`src/rtl/jtdsp16_sio_rx_if.sv`:
```
`default_nettype none
// ============================================================================
//  Module   : jtdsp16_sio_rx_if
//  Purpose  : Bundles the DSP16 serial-output pins and the receiver's
//             decoded word/sample outputs into one interface.
//  Ports    : (interface signals)
//             ock, sio_do, sadd, old         serial link from the DSP16
//             word[15:0], addr[7:0], word_stb last complete word + strobe
//             left[15:0], right[15:0]        demultiplexed samples
//             l_stb, r_stb                   sample update strobes
//             frame_err                      aborted-word strobe
//  Modports : master - drives the serial link (DSP16 side / testbench)
//             slave  - receives the link (jtdsp16_sio_rx)
//  Revision : 1.0 - initial release
// ============================================================================
interface jtdsp16_sio_rx_if;
  logic        ock;
  logic        sio_do;
  logic        sadd;
  logic        old;
  logic [15:0] word;
  logic [7:0]  addr;
  logic        word_stb;
  logic [15:0] left;
  logic [15:0] right;
  logic        l_stb;
  logic        r_stb;
  logic        frame_err;

  modport master (
    output ock, sio_do, sadd, old,
    input  word, addr, word_stb, left, right, l_stb, r_stb, frame_err
  );

  modport slave (
    input  ock, sio_do, sadd, old,
    output word, addr, word_stb, left, right, l_stb, r_stb, frame_err
  );
endinterface
`default_nettype wire

```
`src/rtl/jtdsp16_sio_rx.sv`:
```
`default_nettype none
// ============================================================================
//  Module   : jtdsp16_sio_rx
//  Purpose  : Far end of the DSP16 serial-output link (Q-Sound DAC side).
//             Deserialises 16-bit MSB-first words together with the 8-bit
//             sadd address stream and routes each word to a left or right
//             sample register according to its address.
//  Ports    : clk        system clock
//             rst        synchronous reset, active-high
//             cen        clock enable qualifying every state update
//             sio        jtdsp16_sio_rx_if.slave (serial link + outputs)
//  Params   : ADDR_L     sadd address of the left channel
//             ADDR_R     sadd address of the right channel
//  Options  : JTDSP16_SIO_RX_SYNC_EN - when defined, ock/sio_do/sadd/old pass
//             a 2-stage cen-qualified synchroniser (adds 2 cen cycles of
//             latency, alignment between the four pins is preserved).
//  Revision : 1.0 - initial release
// ============================================================================
module jtdsp16_sio_rx #(
  parameter logic [7:0] ADDR_L = 8'h00,
  parameter logic [7:0] ADDR_R = 8'h01
) (
  input  logic               clk,
  input  logic               rst,
  input  logic               cen,
  jtdsp16_sio_rx_if.slave    sio
);

  typedef enum logic [1:0] {
    IDLE  = 2'd0,   // waiting for the first data edge of a word
    SHIFT = 2'd1,   // bits 14..0 arriving
    DONE  = 2'd2    // all 16 bits held in sr, publish this cycle
  } state_t;

  // --------------------------------------------------------------------------
  // Input conditioning
  // --------------------------------------------------------------------------
  logic ock_s, do_s, sadd_s, old_s;

`ifdef JTDSP16_SIO_RX_SYNC_EN
  logic [1:0] ock_q, do_q, sadd_q, old_q;

  // All four pins share identical stages so relative timing is kept.
  always_ff @(posedge clk) begin
    if (rst) begin
      ock_q  <= 2'b00;
      do_q   <= 2'b00;
      sadd_q <= 2'b00;
      old_q  <= 2'b00;
    end else if (cen) begin
      ock_q  <= {ock_q[0],  sio.ock};
      do_q   <= {do_q[0],   sio.sio_do};
      sadd_q <= {sadd_q[0], sio.sadd};
      old_q  <= {old_q[0],  sio.old};
    end
  end

  assign ock_s  = ock_q[1];
  assign do_s   = do_q[1];
  assign sadd_s = sadd_q[1];
  assign old_s  = old_q[1];
`else
  assign ock_s  = sio.ock;
  assign do_s   = sio.sio_do;
  assign sadd_s = sio.sadd;
  assign old_s  = sio.old;
`endif

  // --------------------------------------------------------------------------
  // Registers
  // --------------------------------------------------------------------------
  state_t      state, state_nx;
  logic        last_ock;
  logic [15:0] sr;
  logic [7:0]  asr;
  logic [4:0]  cnt;

  logic [15:0] word_q, left_q, right_q;
  logic [7:0]  addr_q;
  logic        word_stb_q, l_stb_q, r_stb_q, frame_err_q;

  logic        rise;
  logic        start_word;   // capture bit 15, cnt <= 1
  logic        shift_bit;    // capture bits 14..0
  logic        finish_word;  // publish sr/asr
  logic        abort_word;   // old rose before bit 0

  assign rise = ock_s & ~last_ock;

  // --------------------------------------------------------------------------
  // FSM: state register
  // --------------------------------------------------------------------------
  always_ff @(posedge clk) begin
    if (rst) begin
      state <= IDLE;
    end else if (cen) begin
      state <= state_nx;
    end
  end

  // --------------------------------------------------------------------------
  // FSM: next state and datapath controls
  // --------------------------------------------------------------------------
  always_comb begin
    state_nx    = state;
    start_word  = 1'b0;
    shift_bit   = 1'b0;
    finish_word = 1'b0;
    abort_word  = 1'b0;
    case (state)
      IDLE: begin
        // A rise with old high is the DSP's load edge and is ignored.
        if (rise && !old_s) begin
          start_word = 1'b1;
          state_nx   = SHIFT;
        end
      end
      SHIFT: begin
        if (old_s) begin
          abort_word = 1'b1;
          state_nx   = IDLE;
        end else if (rise) begin
          shift_bit = 1'b1;
          if (cnt == 5'd15) begin
            state_nx = DONE;
          end
        end
      end
      DONE: begin
        finish_word = 1'b1;
        // Back-to-back words: a data edge in the publish cycle already
        // carries bit 15 of the next word.
        if (rise && !old_s) begin
          start_word = 1'b1;
          state_nx   = SHIFT;
        end else begin
          state_nx   = IDLE;
        end
      end
      default: begin
        state_nx = IDLE;
      end
    endcase
  end

  // --------------------------------------------------------------------------
  // Datapath
  // --------------------------------------------------------------------------
  always_ff @(posedge clk) begin
    if (rst) begin
      last_ock    <= 1'b0;
      sr          <= 16'd0;
      asr         <= 8'd0;
      cnt         <= 5'd0;
      word_q      <= 16'd0;
      addr_q      <= 8'd0;
      left_q      <= 16'd0;
      right_q     <= 16'd0;
      word_stb_q  <= 1'b0;
      l_stb_q     <= 1'b0;
      r_stb_q     <= 1'b0;
      frame_err_q <= 1'b0;
    end else if (cen) begin
      last_ock    <= ock_s;
      word_stb_q  <= 1'b0;
      l_stb_q     <= 1'b0;
      r_stb_q     <= 1'b0;
      frame_err_q <= 1'b0;

      if (finish_word) begin
        word_q     <= sr;
        addr_q     <= asr;
        word_stb_q <= 1'b1;
        // Left is checked first so it wins when ADDR_L == ADDR_R.
        if (asr == ADDR_L) begin
          left_q  <= sr;
          l_stb_q <= 1'b1;
        end else if (asr == ADDR_R) begin
          right_q <= sr;
          r_stb_q <= 1'b1;
        end
      end

      if (start_word) begin
        // Stale low bits are shifted out before the word completes.
        sr  <= {sr[14:0], do_s};
        asr <= {asr[6:0], sadd_s};
        cnt <= 5'd1;
      end else if (shift_bit) begin
        sr  <= {sr[14:0], do_s};
        cnt <= cnt + 5'd1;
        // sadd only carries address bits alongside data bits 15..8.
        if (cnt < 5'd8) begin
          asr <= {asr[6:0], sadd_s};
        end
      end else if (abort_word) begin
        sr          <= 16'd0;
        cnt         <= 5'd0;
        frame_err_q <= 1'b1;
      end else if (finish_word) begin
        cnt <= 5'd0;
      end
    end
  end

  // --------------------------------------------------------------------------
  // Outputs
  // --------------------------------------------------------------------------
  assign sio.word      = word_q;
  assign sio.addr      = addr_q;
  assign sio.word_stb  = word_stb_q;
  assign sio.left      = left_q;
  assign sio.right     = right_q;
  assign sio.l_stb     = l_stb_q;
  assign sio.r_stb     = r_stb_q;
  assign sio.frame_err = frame_err_q;

endmodule
`default_nettype wire

```
`src/flat_wrapper.sv`:
```
// flat-port wrapper written by rule: the top's interface ports become plain ports
module jtdsp16_sio_rx_flat 
#(
  parameter logic [7:0] ADDR_L = 8'h00,
  parameter logic [7:0] ADDR_R = 8'h01
)
  (clk, rst, cen, sio_ock, sio_sio_do, sio_sadd, sio_old, sio_word, sio_addr, sio_word_stb, sio_left, sio_right, sio_l_stb, sio_r_stb, sio_frame_err);
  jtdsp16_sio_rx_if sio_i ();
  input  logic clk;
  input  logic rst;
  input  logic cen;
  input wire logic [$bits(sio_i.ock)-1:0] sio_ock;
  input wire logic [$bits(sio_i.sio_do)-1:0] sio_sio_do;
  input wire logic [$bits(sio_i.sadd)-1:0] sio_sadd;
  input wire logic [$bits(sio_i.old)-1:0] sio_old;
  output wire logic [$bits(sio_i.word)-1:0] sio_word;
  output wire logic [$bits(sio_i.addr)-1:0] sio_addr;
  output wire logic [$bits(sio_i.word_stb)-1:0] sio_word_stb;
  output wire logic [$bits(sio_i.left)-1:0] sio_left;
  output wire logic [$bits(sio_i.right)-1:0] sio_right;
  output wire logic [$bits(sio_i.l_stb)-1:0] sio_l_stb;
  output wire logic [$bits(sio_i.r_stb)-1:0] sio_r_stb;
  output wire logic [$bits(sio_i.frame_err)-1:0] sio_frame_err;
  assign sio_i.ock = sio_ock;
  assign sio_i.sio_do = sio_sio_do;
  assign sio_i.sadd = sio_sadd;
  assign sio_i.old = sio_old;
  assign sio_word = sio_i.word;
  assign sio_addr = sio_i.addr;
  assign sio_word_stb = sio_i.word_stb;
  assign sio_left = sio_i.left;
  assign sio_right = sio_i.right;
  assign sio_l_stb = sio_i.l_stb;
  assign sio_r_stb = sio_i.r_stb;
  assign sio_frame_err = sio_i.frame_err;
  jtdsp16_sio_rx #(.ADDR_L(ADDR_L), .ADDR_R(ADDR_R)) u_core (.clk(clk), .rst(rst), .cen(cen), .sio(sio_i));
endmodule
```
`config.mk`:
```
export PLATFORM = sky130hd
export DESIGN_NAME = jtdsp16_sio_rx_flat
export DESIGN_NICKNAME = d
export VERILOG_FILES = /design/src/rtl/jtdsp16_sio_rx_if.sv /design/src/rtl/jtdsp16_sio_rx.sv /design/src/flat_wrapper.sv
export SDC_FILE = /design/constraint.sdc
export NUM_CORES = 1
export LEC_CHECK = 0
export ABC_AREA = 1
export CAP_MARGIN = 10
export CELL_PAD_IN_SITES_DETAIL_PLACEMENT = 0
export CELL_PAD_IN_SITES_GLOBAL_PLACEMENT = 1
export CORE_MARGIN = 2
export CORE_UTILIZATION = 39
export CTS_BUF_LIST = sky130_fd_sc_hd__clkbuf_4 sky130_fd_sc_hd__clkbuf_8
export DETAILED_ROUTE_END_ITERATION = 8
export GPL_ROUTABILITY_DRIVEN = 0
export PLACE_DENSITY_LB_ADDON = 0.1
export SETUP_SLACK_MARGIN = 0.3
export SYNTH_ARGS = -nofsm -noshare
export SYNTH_HDL_FRONTEND = slang
export SYNTH_SLANG_ARGS = --single-unit
```
`constraint.sdc`:
```
create_clock -name clk -period 1.9 [get_ports clk]
set_input_delay 0.19 -clock clk [delete_from_list [all_inputs] [get_ports clk]]
set_output_delay 0.19 -clock clk [all_outputs]
set_load 0.02 [all_outputs]
```
Yosys cells after proc, flatten, opt, wreduce, memory -nomap -nowiden
Cells that the tools add are included.
Word-level totals
  bits in registers: 92
  latch bits: 0
  memory bits (writable): 0
  memory bits (read-only): 0
  input port bits: 7
  memories kept: 0
Operators by class
  $add $sub $neg: 1
  multiply operators: 0
  div/mod/pow operators: 0
  $lt $le $gt $ge: 1
  equality and inequality tests: 7
  shift-type cells: 0
  multiplexer cells: 33
  bitwise operators: 3
  reduce and logical (&&, ||, !) cells: 16
Operator list (count)
  16-bit two-way mux: 3
  8-bit two-way mux: 3
  5-bit two-way mux: 4
  1-bit two-way mux: 18
  8-bit by 1-bit == test with 1-bit output (second input constant): 1
  8-bit zero test: 1
  2-bit two-way mux: 4
  4-bit AND reduction: 2
  3-bit by 2-bit inequality test with 1-bit output (second input constant): 2
  2-bit case mux with 3 select lines: 1
  2-bit AND reduction: 3
  3-bit AND reduction: 2
  5-bit by 1-bit adder with 5-bit output (second input constant): 1
  5-bit by 4-bit == test with 1-bit output (second input constant): 1
  5-bit by 4-bit < comparator with 1-bit output (second input constant): 1
  2-bit nonzero test: 2
  4-bit nonzero test: 1
  3-bit nonzero test: 1
  2-bit by 1-bit == test with 1-bit output (second input constant): 1
  2-bit == test (second input constant): 1
  2-bit zero test: 1
  2-bit by 1-bit inequality test with 1-bit output (second input constant): 1
  1-bit inverter: 2
  2-bit OR reduction: 1
  3 further kinds: 3

Logic depth before layout (Yosys ltp)
Gate-level depths: netlist of the first run.
  depth after elaboration: 7
  depth in mapped cells: 10
  gate-level depth less buffers: 10

Worst setup path after synthesis of the first run
Ideal clock, no wire load.
  path kind: register -> register
  start point: register u_core.state[0]
  end point: register u_core.left_q[15], in the netlist u_core.sio.left[15]
  library setup time: 0.116 ns
  arrival time: 1.182 ns
  required time: 1.784 ns
  slack: 0.603 ns
  stages on the path, launching flop included: 10
  cell sequence: dfxtp_1 clkinv_2 nand2_2 nor2_8 inv_4 nor2_8 nand2_4 buf_6 o21ai_0 nor2_1
On the way
  longest elaborated chain between the ends: 3
RTL lines
  start: declaration: line jtdsp16_sio_rx.sv:72  | state_t state, state_nx;
  start signal: assignment: line jtdsp16_sio_rx.sv:97  | state <= state_nx;
  2-bit == test: line jtdsp16_sio_rx.sv:110  | case (state)
  1-bit two-way mux: line jtdsp16_sio_rx.sv:110
  3-bit AND reduction (no line)
  end signal: assignment: line jtdsp16_sio_rx.sv:176  | left_q <= sr;
  end: declaration: line jtdsp16_sio_rx.sv:78  | logic [15:0] word_q, left_q, right_q;
Every way passes these cells.
A chain may end at the register's enable or synchronous reset.

Final worst setup path of the first run
  start point: register u_core.l_stb_q, in the netlist u_core.sio.l_stb
  end point: output sio_l_stb
RTL lines
  start: declaration: line jtdsp16_sio_rx.sv:80  | logic word_stb_q, l_stb_q, r_stb_q, frame_err_q;
  start signal: assignment: line jtdsp16_sio_rx.sv:160  | l_stb_q <= 1'b0;
  start signal: assignment: line jtdsp16_sio_rx.sv:166  | l_stb_q <= 1'b0;
  start signal: assignment: line jtdsp16_sio_rx.sv:177  | l_stb_q <= 1'b1;
  end: declaration: line flat_wrapper.sv:21  | output wire logic [$bits(sio_i.l_stb)-1:0] sio_l_stb;
No word-level cell between the ends.

==> impl_metrics.env, run 1 <==
export IMPL_path_delay_family="buffers and inverters"
export IMPL_placeable_core_area_um2=8810
export IMPL_reg2reg_slack_ns=0.49
export IMPL_critical_path_cell_chain="clkdlybuf4s50_1"
export IMPL_fillerInstances=883
export IMPL_multiplexer_share_of_the_synthesized_area_pct=0
export IMPL_final_common_cell="sky130_fd_sc_hd__nor2_1"
export IMPL_setup_viol=0
export IMPL_port_buffers=66
export IMPL_maximum_fanout_along_the_worst_path=2
export IMPL_clock_insertion_delay_worst_skew_ns=0.35
export IMPL_post_synth_xor_xnor_area_pct=0.245
export IMPL_p_leak_nw=1.79
export IMPL_timing_setup_tns_ns=0
export IMPL_post_place_cells=625
export IMPL_detail_route_vias_per_cell=4.83
export IMPL_most_common_layout_cells="sky130_fd_sc_hd__nor2_1 (131), sky130_fd_sc_hd__dfxtp_1 (91), sky130_fd_sc_hd__clkdlybuf4s50_1 (65)"
export IMPL_synth_compound_area_share_pct=13.5
export IMPL_final_hold_viol_count=0
export IMPL_clockPowerShare_pct=34.2
export IMPL_fmax_mhz=651
export IMPL_synth_seq_area_share_pct=51.6
export IMPL_cts_htree_levels=3
export IMPL_timing_worst_setup_path_type="flop to output port"
export IMPL_wire_per_inst_um=13.3
export IMPL_ant_nets=0
export IMPL_die_height_um=99.7
export IMPL_clk_transition_reported_paths_ns=0.09
export IMPL_synth_area_um2=3570
export IMPL_drt_iter0_markers=124
export IMPL_cts_buffers_inserted=9
export IMPL_die_area_um2=9930
export IMPL_synth_area_leaders="sky130_fd_sc_hd__dfxtp_1 (52%), sky130_fd_sc_hd__nor2_1 (14%), sky130_fd_sc_hd__o21ai_0 (8.1%), sky130_fd_sc_hd__nand2_1 (5.6%), sky130_fd_sc_hd__a21oi_1 (4.6%)"
export IMPL_timing_final_crit_share_pct=80.8
export IMPL_yosysWarnings=0
export IMPL_postSynthRegisterBits=92
export IMPL_postSynthCellCount=465
export IMPL_timing_critical_path_slowest_cell_delay_ns=0.62
export IMPL_design_portCount=67
export IMPL_finalMaxSlewViolations=0
export IMPL_rsz0062_at_grt="true"
export IMPL_synth_lib_cells_used_distinct=29
export IMPL_peakVddDrop_mv=0.385
export IMPL_fp_dieW_um=99.7
export IMPL_vias=3097
export IMPL_grt_remaining_overflow=0
export IMPL_grt_first_pass_wirelength_um=14100
export IMPL_post_route_min_period_ns=1.54
export IMPL_synth_top_cell_by_area="sky130_fd_sc_hd__dfxtp_1"
export IMPL_nets=537
export IMPL_hold_buffers=0
export IMPL_mappedNetlistNets=474
export IMPL_outcome="finished, final reports clean"
export IMPL_syn_to_final_growth_pct=27.4
export IMPL_initial_cell_density_of_the_core_pct=40.5
export IMPL_hp_class="input port to flop"
export IMPL_detailed_routing_iterations_pass_1=4
export IMPL_synth_simple_area_share_pct=27.3
export IMPL_endpoint_kind="output port"
export IMPL_cts_sinks=92
export IMPL_power_share_combinational_pct=13.1
export IMPL_worstPathRequired_ns=1.71
export IMPL_worstPathArrival_ns=1.35
export IMPL_critical_path_startpoint_type="flop"
export IMPL_power_share_sequential_pct=52.7
export IMPL_wirelength_um=8540
export IMPL_post_synth_top_area_fraction_pct=51.6
export IMPL_grt_pass1_vias=2843
export IMPL_max_cap_violations=0
export IMPL_post_synth_cell_area_avg_um2=7.67
export IMPL_cts_max_path_buffers=2
export IMPL_timing_clock_skew_ns=0.00657
export IMPL_antenna_violations_before_repair=0
export IMPL_drive_above_1_share_pct=8.26
export IMPL_drc=0
export IMPL_track_usage_pct=17.9
export IMPL_main_combinational_cell_family_by_area_after_synthesis="simple AND/OR/NAND/NOR gates"
export IMPL_swShare_pct=26.8
export IMPL_post_synth_fa_ha_maj_area_fraction_pct=0.701
export IMPL_slew_limit_headroom_pct=60.7
export IMPL_timing_worst_slew_pin_value_ns=0.586
export IMPL_floorplan_rows=34
export IMPL_dpl_hpwl_um=5910
export IMPL_final_cell_count_no_fill=641
export IMPL_power_density_nw_per_um2=854
export IMPL_worst_hold_slack_ns=0.433
export IMPL_crit_path_top_delay_cell="sky130_fd_sc_hd__clkdlybuf4s50_1"
export IMPL_grt_max_degree=60
export IMPL_timing_critical_path_buf_inv=1
export IMPL_diodes=0
export IMPL_tritoncts="yes"
export IMPL_ctsRootBufferMaster="sky130_fd_sc_hd__clkbuf_8"
export IMPL_power_switching_w=0.00104
export IMPL_p_int_w=0.00284
what timing repair did:
item | 4_1_cts | 5_1_grt
buffers inserted | 0 | 0
gates resized for setup | 0 | 6
endpoints found under the setup margin | 0 | 44
power by group through the flow:
stage                     clock network [W]  logic, W  registers [W]
after floorplan                           0  0.000263        0.00215
after global placement                    0  0.000506        0.00209
after detailed placement                  0  0.000509        0.00209
after CTS                           0.00138  0.000510        0.00205
after global routing                0.00146  0.000567        0.00206
final                               0.00133  0.000507        0.00205
metrics by stage:
step	setup slack [ns]	utilization, %	total power [W]	instance area [um2]
finish	0.365	51.6	0.00388	4550
global route	0.280	51.6	0.00409	4550
CTS	0.322	51.3	0.00393	4520
detailed placement	0.114	49.1	0.00260	4320
global placement	0.122	49.1	0.00260	4320
floorplan	0.603	-	0.00241	3570
routing by layer:
| metal | wire length, um | global-route usage, % | vias up | part of all wire (%) |
|---|---|---|---|---|
| li1 | - | - | 1635 | - |
| met1 | 3940 | 22.4 | 1413 | 46 |
| met2 | 4300 | 30.8 | 42 | 50 |
| met3 | 231 | 4.01 | 7 | 2.7 |
| met4 | 68 | 5.37 | 0 | 0.80 |
| met5 | 0 | 0 | - | 0 |
Yosys cell counts:
library cell               instances
sky130_fd_sc_hd__a21oi_1          33
sky130_fd_sc_hd__buf_1             1
sky130_fd_sc_hd__buf_2             3
sky130_fd_sc_hd__buf_4             2
sky130_fd_sc_hd__buf_6             5
sky130_fd_sc_hd__clkbuf_1         12
sky130_fd_sc_hd__clkinv_1          1
sky130_fd_sc_hd__clkinv_2          1
sky130_fd_sc_hd__dfxtp_1          92
sky130_fd_sc_hd__ha_1              2
sky130_fd_sc_hd__inv_1            18
sky130_fd_sc_hd__inv_4             4
sky130_fd_sc_hd__nand2_1          53
sky130_fd_sc_hd__nand2_2           1
sky130_fd_sc_hd__nand2_4           2
sky130_fd_sc_hd__nand3_1          32
sky130_fd_sc_hd__nand3_2           1
sky130_fd_sc_hd__nand3b_1          1
sky130_fd_sc_hd__nand4_1           1
sky130_fd_sc_hd__nor2_1          132
sky130_fd_sc_hd__nor2_2            1
sky130_fd_sc_hd__nor2_4            1
sky130_fd_sc_hd__nor2_8            2
sky130_fd_sc_hd__nor3_1            2
sky130_fd_sc_hd__o211ai_2          1
sky130_fd_sc_hd__o21ai_0          58
sky130_fd_sc_hd__o21ai_1           1
sky130_fd_sc_hd__o21ai_2           1
sky130_fd_sc_hd__xnor2_1           1
logic make-up (layout without fill, tap and decap cells):
group | Yosys count | after routing
adders and majority gates | 2 | 2
DFF | 92 | 92
xor gates and xnor gates | 1 | 1
and+or+nand+nor | 229 | 229
AOI/OAI and AO/OA | 94 | 94
buffers and inverters | 47 | 115
state kept, by name, summed over array words and instances, names as in the netlist, 2 cells and up:
signal            count
u_core.asr            8
u_core.cnt            5
u_core.sio.addr       8
u_core.sio.left      16
u_core.sio.right     16
u_core.sio.word      16
u_core.sr            16
u_core.state          2
path summary, 6_finish.rpt:
check | end | from | depth (start not counted)
worst max register to register | u_core.sr[3] | u_core.state[1] | 5
worst min register to register | u_core.last_ock | u_core.last_ock | 2
worst max-delay path | sio_l_stb | u_core.sio.l_stb | 1
worst min-delay path | u_core.sr[0] | sio_sio_do | 3
area by class of cell:
cell class | count | area [um2] | share of cell area (%)
Inverter | 24 | 101 | 2.23
Tap cell | 108 | 135 | 2.97
Clock inverter | 5 | 61.3 | 1.35
Clock buffer | 11 | 139 | 3.06
Sequential cell | 92 | 1840 | 40.5
Timing Repair Buffer | 75 | 756 | 16.6
Multi-Input combinational cell | 326 | 1510 | 33.2
No activity file was read; power rests on OpenSTA's default activity.
==> run 2, diff against run 1 <==
clock period = 1.45 ns   (was 1.9 ns; I/O delays follow)
==> impl_metrics.env, run 2 (synthesized netlist as in run 1, its figures left out) <==
export IMPL_power_density_nw_per_um2=1150
export IMPL_setup_viol=0
export IMPL_initial_cell_density_of_the_core_pct=40.5
export IMPL_fp_dieW_um=99.7
export IMPL_wirelength_um=9130
export IMPL_dpl_worst_slack_ns=-0.178
export IMPL_slew_limit_headroom_pct=74.4
export IMPL_grt_remaining_overflow=0
export IMPL_drt_iter0_markers=190
export IMPL_timing_worst_slew_pin_value_ns=0.384
export IMPL_power_share_combinational_pct=13.7
export IMPL_cts_htree_levels=3
export IMPL_floorplan_rows=34
export IMPL_power_share_sequential_pct=49.0
export IMPL_clockPowerShare_pct=37.3
export IMPL_max_cap_violations=0
export IMPL_p_leak_nw=2.02
export IMPL_clk_transition_reported_paths_ns=0.09
export IMPL_fillerInstances=871
export IMPL_totalPowerFinal_w=0.00549
export IMPL_design_portCount=67
export IMPL_cts_max_path_buffers=2
export IMPL_drc=0
export IMPL_detailed_routing_iterations_pass_1=4
export IMPL_most_common_layout_cells="sky130_fd_sc_hd__nor2_1 (128), sky130_fd_sc_hd__dfxtp_1 (86), sky130_fd_sc_hd__nand2_1 (52)"
export IMPL_ff2ff_path_depth=8
export IMPL_finalMaxSlewViolations=0
export IMPL_final_hold_viol_count=0
export IMPL_swShare_pct=25.6
export IMPL_grt_first_pass_wirelength_um=15200
export IMPL_cts_sinks=92
export IMPL_outcome="finished, final reports clean"
export IMPL_wire_per_inst_um=13.8
export IMPL_hold_buffers=0
export IMPL_grt_pass1_vias=3073
export IMPL_setup_ws_ns=0.0989
export IMPL_timing_worst_setup_path_type="flop to flop"
export IMPL_timing_hold_worst_path_depth=3
export IMPL_p_int_w=0.00409
export IMPL_reg2reg_slack_ns=0.1
export IMPL_clock_insertion_delay_worst_skew_ns=0.35
export IMPL_placeable_core_area_um2=8810
export IMPL_die_height_um=99.7
export IMPL_peakVddDrop_mv=0.572
export IMPL_critical_path_startpoint_type="flop"
export IMPL_track_usage_pct=19.3
export IMPL_timing_critical_path_slowest_cell_delay_ns=0.42
export IMPL_post_route_min_period_ns=1.35
export IMPL_timing_clock_skew_ns=0.00967
export IMPL_worstPathRequired_ns=1.73
export IMPL_endpoint_kind="flop"
export IMPL_diodes=0
export IMPL_critical_path_cell_chain="nand2_8, nor2_8, inv_6, nor2_8, buf_12, nand2_8, buf_4, a21oi_1"
export IMPL_final_common_cell="sky130_fd_sc_hd__nor2_1"
export IMPL_fmax_mhz=740
export IMPL_drive_above_1_share_pct=26.0
export IMPL_cts_buffers_inserted=9
export IMPL_nets=559
export IMPL_tritoncts="yes"
export IMPL_hp_class="input port to flop"
export IMPL_maximum_fanout_along_the_worst_path=5
export IMPL_ant_nets=0
export IMPL_worstPathArrival_ns=1.64
export IMPL_antenna_violations_before_repair=0
export IMPL_grt_max_degree=55
export IMPL_syn_to_final_growth_pct=33.5
export IMPL_port_buffers=66
export IMPL_ctsRootBufferMaster="sky130_fd_sc_hd__clkbuf_8"
export IMPL_die_area_um2=9930
export IMPL_vias=3263
export IMPL_timing_final_crit_share_pct=93.2
export IMPL_dpl_hpwl_um=5910
export IMPL_rsz0062_at_grt="true"
export IMPL_power_switching_w=0.00141
export IMPL_detail_route_vias_per_cell=4.93
export IMPL_crit_path_top_delay_cell="sky130_fd_sc_hd__dfxtp_2"
-- run 2: changes by cell type in the layout (fill, tap and decap cells not counted), moves of 5 or more --
cell,delta
sky130_fd_sc_hd__buf_4,+12
sky130_fd_sc_hd__buf_2,+29
sky130_fd_sc_hd__clkbuf_2,+14
sky130_fd_sc_hd__dfxtp_1,-5
sky130_fd_sc_hd__o21ai_0,-21
sky130_fd_sc_hd__o21ai_2,+5
sky130_fd_sc_hd__clkdlybuf4s15_2,+17
sky130_fd_sc_hd__clkdlybuf4s50_1,-59
sky130_fd_sc_hd__o21ai_1,+16
-- run 2: layout make-up --
| class | count | area (um2) | area share [%] |
|---|---|---|---|
| inverters | 24 | 129 | 2.71 |
| clock buffers | 11 | 139 | 2.92 |
| clock inverters | 4 | 98.8 | 2.08 |
| flip-flops and latches | 92 | 1850 | 38.9 |
| repair inverters | 1 | 16.3 | 0.341 |
| multi-input cells | 329 | 1640 | 34.5 |
| repair buffers | 93 | 747 | 15.7 |
| well taps | 108 | 135 | 2.84 |
-- run 2: timing repair --
action	CTS	global route
endpoints found under the setup margin	149	129
gates resized for setup	203	58
pin swaps	3	2
buffers inserted	5	1
cloned	3	1
-- run 2: path summary, 6_finish.rpt --
check / start / to
setup / recovery: u_core.state[1] / u_core.sio.l_stb
hold / removal: sio_sio_do / u_core.sr[0]
setup reg to reg: u_core.state[1] / u_core.sio.l_stb
hold reg to reg: u_core.last_ock / u_core.last_ock
-- run 2: per-layer routing --
layer / track usage, % / part of all wire [%] / up-vias
li1: - / - / 1678
met1: 24.7 / 45 / 1503
met2: 32.3 / 50 / 69
met3: 3.09 / 3.5 / 13
met4: 8.11 / 1.8 / 0
met5: 0 / 0 / -
-- run 2: power by group through the flow --
stage	combinational (W)	clock (W)	sequential, W
after global routing	0.000833	0.00224	0.00271
after global placement	0.000704	0	0.00275
after detailed placement	0.000709	0	0.00275
after CTS	0.000760	0.00211	0.00269
after floorplan	0.000361	0	0.00282
final	0.000751	0.00205	0.00269
-- run 2: critical path: cells and delay by family (launching register included) --
kind	cells	cell delay [ns]
AND/OR/NAND/NOR	4	0.40
buffers and inverters	3	0.35
flip-flops	1	0.42
AO/OA/AOI/OAI	1	0.10
-- run 2: metrics by stage --
stage	hold WS, ns	util, %	instance area [um2]	std cells	TNS (ns)
2_1_floorplan	0.214	-	3630	465	0
3_3_place_gp	0.449	51.0	4490	637	-7.48
3_5_place_dp	0.455	51.0	4490	637	-9.16
4_1_cts	0.379	56.1	4940	660	0
5_1_grt	0.370	54.1	4760	662	0
6_report	0.384	54.1	4760	662	0
